**src/rtl/div_clk_monitor_if.sv**
```systemverilog
// Divided-clock checker bus: stimulus toward the monitor, measurements and status back.
`timescale 1ns/1ps
interface div_clk_monitor_if #(
  parameter int W = 8
);
  logic         div_clk;
  logic         enable;
  logic [W-1:0] expected_div;
  logic [W-1:0] meas_period;
  logic [W-1:0] meas_high;
  logic         meas_valid;
  logic         lock;
  logic         err_period;
  logic         err_duty;
  logic         err_timeout;
  logic [7:0]   err_count;

  modport master (
    output div_clk, enable, expected_div,
    input  meas_period, meas_high, meas_valid, lock,
    input  err_period, err_duty, err_timeout, err_count
  );

  modport slave (
    input  div_clk, enable, expected_div,
    output meas_period, meas_high, meas_valid, lock,
    output err_period, err_duty, err_timeout, err_count
  );
endinterface

```
**src/rtl/div_clk_monitor.sv**
```systemverilog
// Samples a divided clock in the clk_in domain, measures period/high time and checks them.
// Optional saturating error counter enabled by defining DIV_MON_ERRCNT_EN.
`timescale 1ns/1ps
module div_clk_monitor #(
  parameter int W          = 8,
  parameter int LOCK_COUNT = 4
) (
  input  logic             clk_in,
  input  logic             reset_n,
  div_clk_monitor_if.slave bus
);
  localparam logic [W-1:0] CNT_MAX = '1;
  localparam logic [W-1:0] CNT_ONE = W'(1);
  localparam logic [3:0]   LOCK_N  = 4'(LOCK_COUNT);

  typedef enum logic [1:0] {IDLE, WAIT, MEAS, LOCKED} state_e;

  state_e       state_q, state_d;
  logic         s1_q, s2_q, s3_q;
  logic [W-1:0] per_cnt_q, per_cnt_d;
  logic [W-1:0] high_cnt_q, high_cnt_d;
  logic [W-1:0] meas_period_q, meas_period_d;
  logic [W-1:0] meas_high_q, meas_high_d;
  logic [3:0]   good_cnt_q, good_cnt_d, good_inc;
  logic         meas_valid_q, meas_valid_d;
  logic         lock_q, lock_d;
  logic         err_period_q, err_period_d;
  logic         err_duty_q, err_duty_d;
  logic         err_timeout_q, err_timeout_d;
  logic         rise, hi, per_bad, duty_bad;
  logic [W-1:0] half_lo, half_hi;

  assign rise     = s2_q & ~s3_q;
  assign hi       = s2_q;
  assign half_lo  = bus.expected_div >> 1;
  assign half_hi  = half_lo + {{(W-1){1'b0}}, bus.expected_div[0]};
  assign per_bad  = (per_cnt_q != bus.expected_div);
  assign duty_bad = (high_cnt_q != half_lo) && (high_cnt_q != half_hi);
  assign good_inc = (good_cnt_q == LOCK_N) ? good_cnt_q : good_cnt_q + 4'd1;

  always_comb begin
    state_d       = state_q;
    per_cnt_d     = per_cnt_q;
    high_cnt_d    = high_cnt_q;
    meas_period_d = meas_period_q;
    meas_high_d   = meas_high_q;
    good_cnt_d    = good_cnt_q;
    meas_valid_d  = 1'b0;
    lock_d        = lock_q;
    err_period_d  = 1'b0;
    err_duty_d    = 1'b0;
    err_timeout_d = err_timeout_q;

    if (state_q != IDLE) begin
      if (per_cnt_q != CNT_MAX) per_cnt_d = per_cnt_q + CNT_ONE;
      if (hi && (high_cnt_q != CNT_MAX)) high_cnt_d = high_cnt_q + CNT_ONE;
    end

    if (!bus.enable) begin
      state_d       = IDLE;
      per_cnt_d     = '0;
      high_cnt_d    = '0;
      good_cnt_d    = '0;
      lock_d        = 1'b0;
      err_timeout_d = 1'b0;
    end else begin
      case (state_q)
        IDLE: state_d = WAIT;
        WAIT: begin
          if (rise) begin
            per_cnt_d     = CNT_ONE;
            high_cnt_d    = CNT_ONE;
            err_timeout_d = 1'b0;
            state_d       = MEAS;
          end
        end
        MEAS, LOCKED: begin
          // A rise wins over a simultaneous saturation: the 2^W-1 period is judged, not timed out.
          if (rise) begin
            per_cnt_d     = CNT_ONE;
            high_cnt_d    = CNT_ONE;
            meas_period_d = per_cnt_q;
            meas_high_d   = high_cnt_q;
            meas_valid_d  = 1'b1;
            err_period_d  = per_bad;
            err_duty_d    = duty_bad;
            if (per_bad || duty_bad) begin
              good_cnt_d = '0;
              lock_d     = 1'b0;
              state_d    = MEAS;
            end else begin
              good_cnt_d = good_inc;
              if (good_inc == LOCK_N) begin
                lock_d  = 1'b1;
                state_d = LOCKED;
              end
            end
          end else if (per_cnt_q == CNT_MAX) begin
            err_timeout_d = 1'b1;
            lock_d        = 1'b0;
            good_cnt_d    = '0;
            state_d       = WAIT;
          end
        end
        default: state_d = IDLE;
      endcase
    end
  end

`ifdef DIV_MON_ERRCNT_EN
  logic [7:0] err_count_q, err_count_d;
  logic       err_event;

  assign err_event = err_period_d | err_duty_d | (err_timeout_d & ~err_timeout_q);

  always_comb begin
    err_count_d = err_count_q;
    if (!bus.enable) err_count_d = '0;
    else if (err_event && (err_count_q != 8'hFF)) err_count_d = err_count_q + 8'd1;
  end

  assign bus.err_count = err_count_q;
`else
  assign bus.err_count = '0;
`endif

  always_ff @(posedge clk_in or negedge reset_n) begin
    if (!reset_n) begin
      state_q       <= IDLE;
      s1_q          <= 1'b0;
      s2_q          <= 1'b0;
      s3_q          <= 1'b0;
      per_cnt_q     <= '0;
      high_cnt_q    <= '0;
      meas_period_q <= '0;
      meas_high_q   <= '0;
      good_cnt_q    <= '0;
      meas_valid_q  <= 1'b0;
      lock_q        <= 1'b0;
      err_period_q  <= 1'b0;
      err_duty_q    <= 1'b0;
      err_timeout_q <= 1'b0;
`ifdef DIV_MON_ERRCNT_EN
      err_count_q   <= '0;
`endif
    end else begin
      state_q       <= state_d;
      s1_q          <= bus.div_clk;
      s2_q          <= s1_q;
      s3_q          <= s2_q;
      per_cnt_q     <= per_cnt_d;
      high_cnt_q    <= high_cnt_d;
      meas_period_q <= meas_period_d;
      meas_high_q   <= meas_high_d;
      good_cnt_q    <= good_cnt_d;
      meas_valid_q  <= meas_valid_d;
      lock_q        <= lock_d;
      err_period_q  <= err_period_d;
      err_duty_q    <= err_duty_d;
      err_timeout_q <= err_timeout_d;
`ifdef DIV_MON_ERRCNT_EN
      err_count_q   <= err_count_d;
`endif
    end
  end

  assign bus.meas_period = meas_period_q;
  assign bus.meas_high   = meas_high_q;
  assign bus.meas_valid  = meas_valid_q;
  assign bus.lock        = lock_q;
  assign bus.err_period  = err_period_q;
  assign bus.err_duty    = err_duty_q;
  assign bus.err_timeout = err_timeout_q;
endmodule

```
**src/flat_wrapper.sv**
```systemverilog
// flat-port wrapper written by rule: the top's interface ports become plain ports
module div_clk_monitor_flat 
#(
  parameter int W          = 8,
  parameter int LOCK_COUNT = 4
)
  (clk_in, reset_n, bus_div_clk, bus_enable, bus_expected_div, bus_meas_period, bus_meas_high, bus_meas_valid, bus_lock, bus_err_period, bus_err_duty, bus_err_timeout, bus_err_count);
  div_clk_monitor_if #(.W(W)) bus_i ();
  input  logic clk_in;
  input  logic reset_n;
  input wire logic [$bits(bus_i.div_clk)-1:0] bus_div_clk;
  input wire logic [$bits(bus_i.enable)-1:0] bus_enable;
  input wire logic [$bits(bus_i.expected_div)-1:0] bus_expected_div;
  output wire logic [$bits(bus_i.meas_period)-1:0] bus_meas_period;
  output wire logic [$bits(bus_i.meas_high)-1:0] bus_meas_high;
  output wire logic [$bits(bus_i.meas_valid)-1:0] bus_meas_valid;
  output wire logic [$bits(bus_i.lock)-1:0] bus_lock;
  output wire logic [$bits(bus_i.err_period)-1:0] bus_err_period;
  output wire logic [$bits(bus_i.err_duty)-1:0] bus_err_duty;
  output wire logic [$bits(bus_i.err_timeout)-1:0] bus_err_timeout;
  output wire logic [$bits(bus_i.err_count)-1:0] bus_err_count;
  assign bus_i.div_clk = bus_div_clk;
  assign bus_i.enable = bus_enable;
  assign bus_i.expected_div = bus_expected_div;
  assign bus_meas_period = bus_i.meas_period;
  assign bus_meas_high = bus_i.meas_high;
  assign bus_meas_valid = bus_i.meas_valid;
  assign bus_lock = bus_i.lock;
  assign bus_err_period = bus_i.err_period;
  assign bus_err_duty = bus_i.err_duty;
  assign bus_err_timeout = bus_i.err_timeout;
  assign bus_err_count = bus_i.err_count;
  div_clk_monitor #(.W(W), .LOCK_COUNT(LOCK_COUNT)) u_core (.clk_in(clk_in), .reset_n(reset_n), .bus(bus_i));
endmodule
```
**config.mk**
```make
export PLATFORM = sky130hd
export DESIGN_NAME = div_clk_monitor_flat
export DESIGN_NICKNAME = d
export VERILOG_FILES = /design/src/rtl/div_clk_monitor_if.sv /design/src/rtl/div_clk_monitor.sv /design/src/flat_wrapper.sv
export SDC_FILE = /design/constraint.sdc
export NUM_CORES = 1
export LEC_CHECK = 0
export ABC_AREA = 1
export CORE_ASPECT_RATIO = 0.9
export CORE_MARGIN = 2
export CORE_UTILIZATION = 54
export DETAILED_ROUTE_END_ITERATION = 7
export GPL_TIMING_DRIVEN = 0
export PLACE_DENSITY = 0.91
export RECOVER_POWER = 50
export SLEW_MARGIN = 15
export SYNTH_ARGS = -nofsm -noshare
export SYNTH_HDL_FRONTEND = slang
export SYNTH_SLANG_ARGS = --single-unit
```
**constraint.sdc**
```tcl
create_clock -name clk_in -period 1.7 [get_ports clk_in]
set_input_delay 0.34 -clock clk_in [delete_from_list [all_inputs] [get_ports clk_in]]
set_output_delay 0.34 -clock clk_in [all_outputs]
set_load 0.03 [all_outputs]
```
==> results.toml, run 1 <==
[sta]
tns_ns = -0.1644
period_share_pct = 103.7
skew_ns = 0.01113
maxSlewHeadroom_pct = 45.18
hold_viol_final = 0
finalSetupViolations = 6
slew_viol_final = 0
post-route-worst-setup-slack_ns = -0.06351
min_period_ns = 1.764
fmax_mhz = 567.1
tightest_slew_ns = 0.8223
rsz0062_at_grt = "yes"

[layout]
drive_above_1_share_pct = 28.81
diodes = 0
syn2layout_area_growth_pct = 35.52
nNetsFinal = 444
fin_area_um2 = 3690

[synthesis]
ys_seq_area_share_pct = 42.28
ys_async_sr_fraction_pct = 100.0
synth_most_common_cell = "nand2_1"
synth_edf_count = 0
synth_cells = 358
syn_area_um2 = 2723
yosys.area.top_type_share_pct = 42.28
syn_area_per_cell_um2 = 7.605
yosysWarnings = 0
synth_flop_cell = "dfrtp_1"
synth_commonest_cells = "97 x nand2_1, 46 x dfrtp_1, 42 x inv_1"
synth_top_area_cell = "dfrtp_1"
synth_seq_cells = 46
synth.area.top_cells = "dfrtp_1 42%, nand2_1 13%, o21ai_0 5.9%, inv_1 5.8%, nor2_1 3.9%"
yosysUniqueCellTypes = 33

[grt]
antenna_found_initial = 0
grt_pass1_wl_um = 10820
grt_pass1_vias = 2338
track_usage_pct = 24.80
gr-total-overflow = 0
grt_max_degree = 34

[worst_setup_path]
cp-start-kind = "register"
crit_type = "reg -> reg"
worstPathMaxFanout = 3
arrival_ns = 1.98
endpoint_kind = "register"
cp.required_ns = 1.91

[clock_network]
worstSkewPairLatency_ns = 0.31
clk_pin_slew_ns = 0.10
max-clock-path-buffers = 2
cts_tree = "yes"
cts_sinks = 46
htree_levels = 2
cts_root_buf = "clkbuf_8"
cts_buffers = 5

[drt]
first_pass_iters = 7
drc = 0
wl_per_cell_um = 15.63
route.detailed.vias_per_inst = 5.581
vias = 2746
drtIter0Drc = 279
drtAntennaViolNets = 0
finalWirelength_um = 7690

[worst_hold_path]
hold_path_class = "reg -> reg"

[die]
die_w_um = 78.85
fp.dieArea_um2 = 5626
rows = 24
num_io_pins = 41
initial_core_util_pct = 55.97
die_y_um = 71.36
core-area_um2 = 4865

[pwr]
power_density_nw_per_um2 = 984.1
vdd_drop_max_uv = 484.7
p_leak_nw = 1.953

[placed_design]
portBuffers = 32
hpwl_um = 4885
place_area_um2 = 3191
place_congestion = 0.9310

[outcome]
status = "finished, violations left"
violations = "negative setup slack"

[job]
drv_cap = 0
per-layer routing:
metal | share of wire, % | up-vias | track usage, %
met5 | 0 | - | 0
li1 | - | 1264 | -
met1 | 41 | 1299 | 33.91
met3 | 7.4 | 27 | 4.534
met4 | 2.7 | 0 | 7.663
met2 | 49 | 156 | 40.74
cells in the final DEF, fill, tap and decap left out, types with 8 or more instances in the layout:
master | netlist | routed
dlymetal6s2s_1 | 0 | 16
inv_2 | 11 | 18
nor2_1 | 28 | 23
buf_4 | 8 | 26
nand2_2 | 5 | 15
conb_1 | 1 | 8
o21ai_0 | 32 | 26
inv_1 | 42 | 35
dfrtp_1 | 46 | 45
nand2_1 | 97 | 85
a21oi_1 | 11 | 9
nand3_1 | 17 | 13
registers in the layout, summed over array words and instances (netlist names):
name and flops:
u_core.hi 1, u_core.s3_q 1, u_core.bus.meas_valid 1, u_core.s1_q 1
u_core.bus.meas_high 8, u_core.per_cnt_q 8, u_core.bus.meas_period 8, u_core.bus.lock 1
u_core.bus.err_duty 1, u_core.high_cnt_q 8, u_core.good_cnt_q 4, u_core.state_q 2
u_core.bus.err_period 1, u_core.bus.err_timeout 1
final timing paths:
kind                                 startpoint                 endpoint  slack [ns]  cells after the start
max in group asynchronous               reset_n  u_core.bus.meas_high[2]        0.42                      3
max                        u_core.good_cnt_q[0]        u_core.state_q[1]       -0.06                     12
min reg2reg                         u_core.s1_q                u_core.hi        0.36                      0
min                                 u_core.s1_q                u_core.hi        0.36                      0
min in group asynchronous               reset_n                u_core.hi        0.63                      2
max reg2reg                u_core.good_cnt_q[0]        u_core.state_q[1]       -0.06                     12
timing repair:
action,CTS,global route
endpoints found under the setup margin,16,54
hold buffers,1,0
endpoints found under the hold margin,13,0
gates cloned,0,0
pin swaps,8,24
setup buffers,6,15
resized for setup,32,74
cell type report:
cell class                      instances  area (um2)
Clock inverter                          1       8.758
Sequential cell                        46        1152
Fill cell                             298        1175
Inverter                               53       198.9
Multi-Input combinational cell        254        1530
Timing Repair Buffer                   55       550.5
Clock buffer                            7       96.34
Tap cell                               65       81.33
Buffer                                 11       71.32
logic make-up after synthesis:
kind of cell | Yosys count | synth area share [%]
and+or+nand+nor | 175 | 29.37
buffers and inverters | 65 | 10.06
AOI/OAI and AO/OA | 54 | 11.86
DFF | 46 | 42.28
xor gates and xnor gates | 11 | 3.539
adders and majority gates | 6 | 2.757
other | 1 | 0.1377
stage by stage:
| stage | util (%) | cells | hold slack, ns | total power [mW] | setup WS (ns) |
|---|---|---|---|---|---|
| 2_1_floorplan | - | 365 | 0.04441 | 2.203 | 0.02193 |
| 3_3_place_gp | 65.28 | 462 | 0.3389 | 2.573 | -0.9298 |
| 3_5_place_dp | 65.59 | 463 | 0.2653 | 2.617 | -0.7674 |
| 4_1_cts | 69.57 | 478 | 0.3623 | 3.410 | 0.002406 |
| 5_1_grt | 75.85 | 492 | 0.3860 | 3.810 | -0.1532 |
| 6_report | 75.85 | 492 | 0.3578 | 3.631 | -0.06351 |
where the power goes:
part	leakage, nW	internal (mW)	switching [mW]
Clock	0.0544	0.373	0.409
Sequential	0.622	1.26	0.166
Combinational	1.28	0.515	0.911
critical path: stages, from the launching register on:
cell	delay, ns
dfrtp_1	0.41
buf_6	0.13
ha_4	0.15
nand2_2	0.06
inv_2	0.04
o21ai_2	0.17
nand2_2	0.11
nor3_4	0.24
nor2_2	0.07
nand3_2	0.08
nand2_2	0.07
nor2_2	0.11
nor2_1	0.04
Power figures use the tool's default switching activity.
==> run 2, diff against run 1 <==
clock period = 2 ns   (was 1.7 ns; I/O delays follow)
==> run 2 against run 1 <==
  * The flow now finishes without violations
  * Critical path depth grew 1
  * Largest power group is now registers
  * Non-clock buffer count shrank 19
  * Worst hold slack lost 0.083 ns
  * Core utilization shrank 8.0 points
==> results.toml, run 2 (synthesized netlist as in run 1, its figures left out) <==
[pwr]
p_leak_nw = 1.562
power_density_nw_per_um2 = 894.2
p_total_mw = 2.953
vdd_drop_max_uv = 516.4

[placed_design]
portBuffers = 32
hpwl_um = 4762
place_congestion = 0.9469
place_worst_setup_slack_ns = -0.5125

[grt]
gr-total-overflow = 0
track_usage_pct = 24.28
antenna_found_initial = 0
grt_pass1_vias = 2336
grt_max_degree = 26
grt_pass1_wl_um = 10780

[clock_network]
cts_tree = "yes"
cts_buffers = 5
max-clock-path-buffers = 2
cts_root_buf = "clkbuf_8"
cts_sinks = 46
htree_levels = 2
worstSkewPairLatency_ns = 0.30
clk_pin_slew_ns = 0.09

[drt]
drtAntennaViolNets = 0
finalWirelength_um = 6414
drtIter0Drc = 225
wl_per_cell_um = 13.56
route.detailed.vias_per_inst = 5.283
first_pass_iters = 5
drc = 0
vias = 2499

[worst_setup_path]
cp.required_ns = 2.24
critPathMaxStageDelay_ns = 0.60
endpoint_kind = "register"
crit_type = "in -> reg"
crit_top_cell = "nand2_1"
worstPathCellList = "clkdlybuf4s50_1 -> inv_1 -> nand2_1 -> nand2_1 -> nand2_1 -> nand2_1 -> nor2_1 -> nand2_1 -> o21bai_4 -> nand3_2 -> nand2_2 -> nand2_1 -> o21ai_2"
worstPathMaxFanout = 6
path_delay_family = "simple AND/OR/NAND/NOR gates"
arrival_ns = 2.13
cp-start-kind = "input port"
cp_slowest_cell = "clkdlybuf4s50_1"
worst-path-buf-inv = 2

[sta]
hold_viol_final = 0
fmax_mhz = 528.5
skew_ns = 0.008636
slew_viol_final = 0
period_share_pct = 94.61
min_period_ns = 1.892
maxSlewHeadroom_pct = 26.05
post-route-worst-setup-slack_ns = 0.1079
finalSetupViolations = 0
tns_ns = 0
tightest_slew_ns = 1.109

[die]
die_w_um = 78.85
fp.dieArea_um2 = 5626
die_y_um = 71.36
initial_core_util_pct = 55.97
num_io_pins = 41
core-area_um2 = 4865
rows = 24

[layout]
final_cell_mix = "97 x nand2_1, 46 x dfrtp_1, 42 x inv_1, 30 x o21ai_0, 28 x nor2_1"
nNetsFinal = 425
mostFrequentLayoutCell = "nand2_1"
syn2layout_area_growth_pct = 21.28
drive_above_1_share_pct = 15.20
final_core_util_pct = 67.88
diodes = 0

[job]
drv_cap = 0

[outcome]
status = "finished, final reports clean"

[worst_hold_path]
hold_path_class = "in -> async"
[run 2: changes by cell type in the layout (fill, tap and decap cells not counted), sizes merged]
cell,change
dlymetal6s2s,-15
dlygate4sd3,+2
inv,+1
clkdlybuf4s15,-2
bufinv,+1
clkbuf,+2
clkdlybuf4s50,+17
buf,-24
dlygate4sd2,-1
[run 2: through the flow]
step                      std cells  instance area, um2  hold WS [ns]
after floorplan                 365                2749        0.1044
after global placement          462                3151        0.3346
after detailed placement        463                3166        0.3405
after CTS                       472                3287       0.06203
after global routing            473                3302        0.3721
final                           473                3302        0.2747
[run 2: power by group]
| group | switching [mW] | internal, mW | total, mW |
|---|---|---|---|
| sequential | 0.137 | 1.07 | 1.20 |
| combinational | 0.671 | 0.366 | 1.04 |
| clock | 0.336 | 0.375 | 0.711 |
[run 2: final cells by class]
type / instances / area, um2
well taps: 65 / 81.33
inverters: 53 / 198.9
multi-input cells: 254 / 1358
clock buffers: 5 / 68.82
clock inverters: 3 / 43.79
repair buffers: 35 / 325.3
plain buffers: 12 / 75.07
fillers: 396 / 1563
flip-flops and latches: 46 / 1151
[run 2: routing by layer]
layer	global-route usage, %	vias to the layer above	wire (um)
met2	40.46	99	3209
met5	0	-	0
met4	9.004	0	133
met1	32.31	1161	2755
li1	-	1222	-
met3	4.030	17	316
[run 2: path summary, 6_finish.rpt]
check                                            end  slack [ns]                 start  cells after the start
worst max-delay path               u_core.state_q[0]        0.11   bus_expected_div[4]                     13
worst min-delay path            u_core.good_cnt_q[3]        0.27               reset_n                      1
worst max register to register     u_core.state_q[1]        0.17  u_core.good_cnt_q[0]                     11
worst min register to register             u_core.hi        0.37           u_core.s1_q                      0
max in group asynchronous       u_core.high_cnt_q[4]        0.52               reset_n                      2
min in group clk_in                        u_core.hi        0.37           u_core.s1_q                      0
[run 2: timing repair]
item,CTS,global route
pin swaps,2,6
hold buffers,0,0
setup buffers,1,1
resized for setup,5,12
endpoints found under the setup margin,7,8
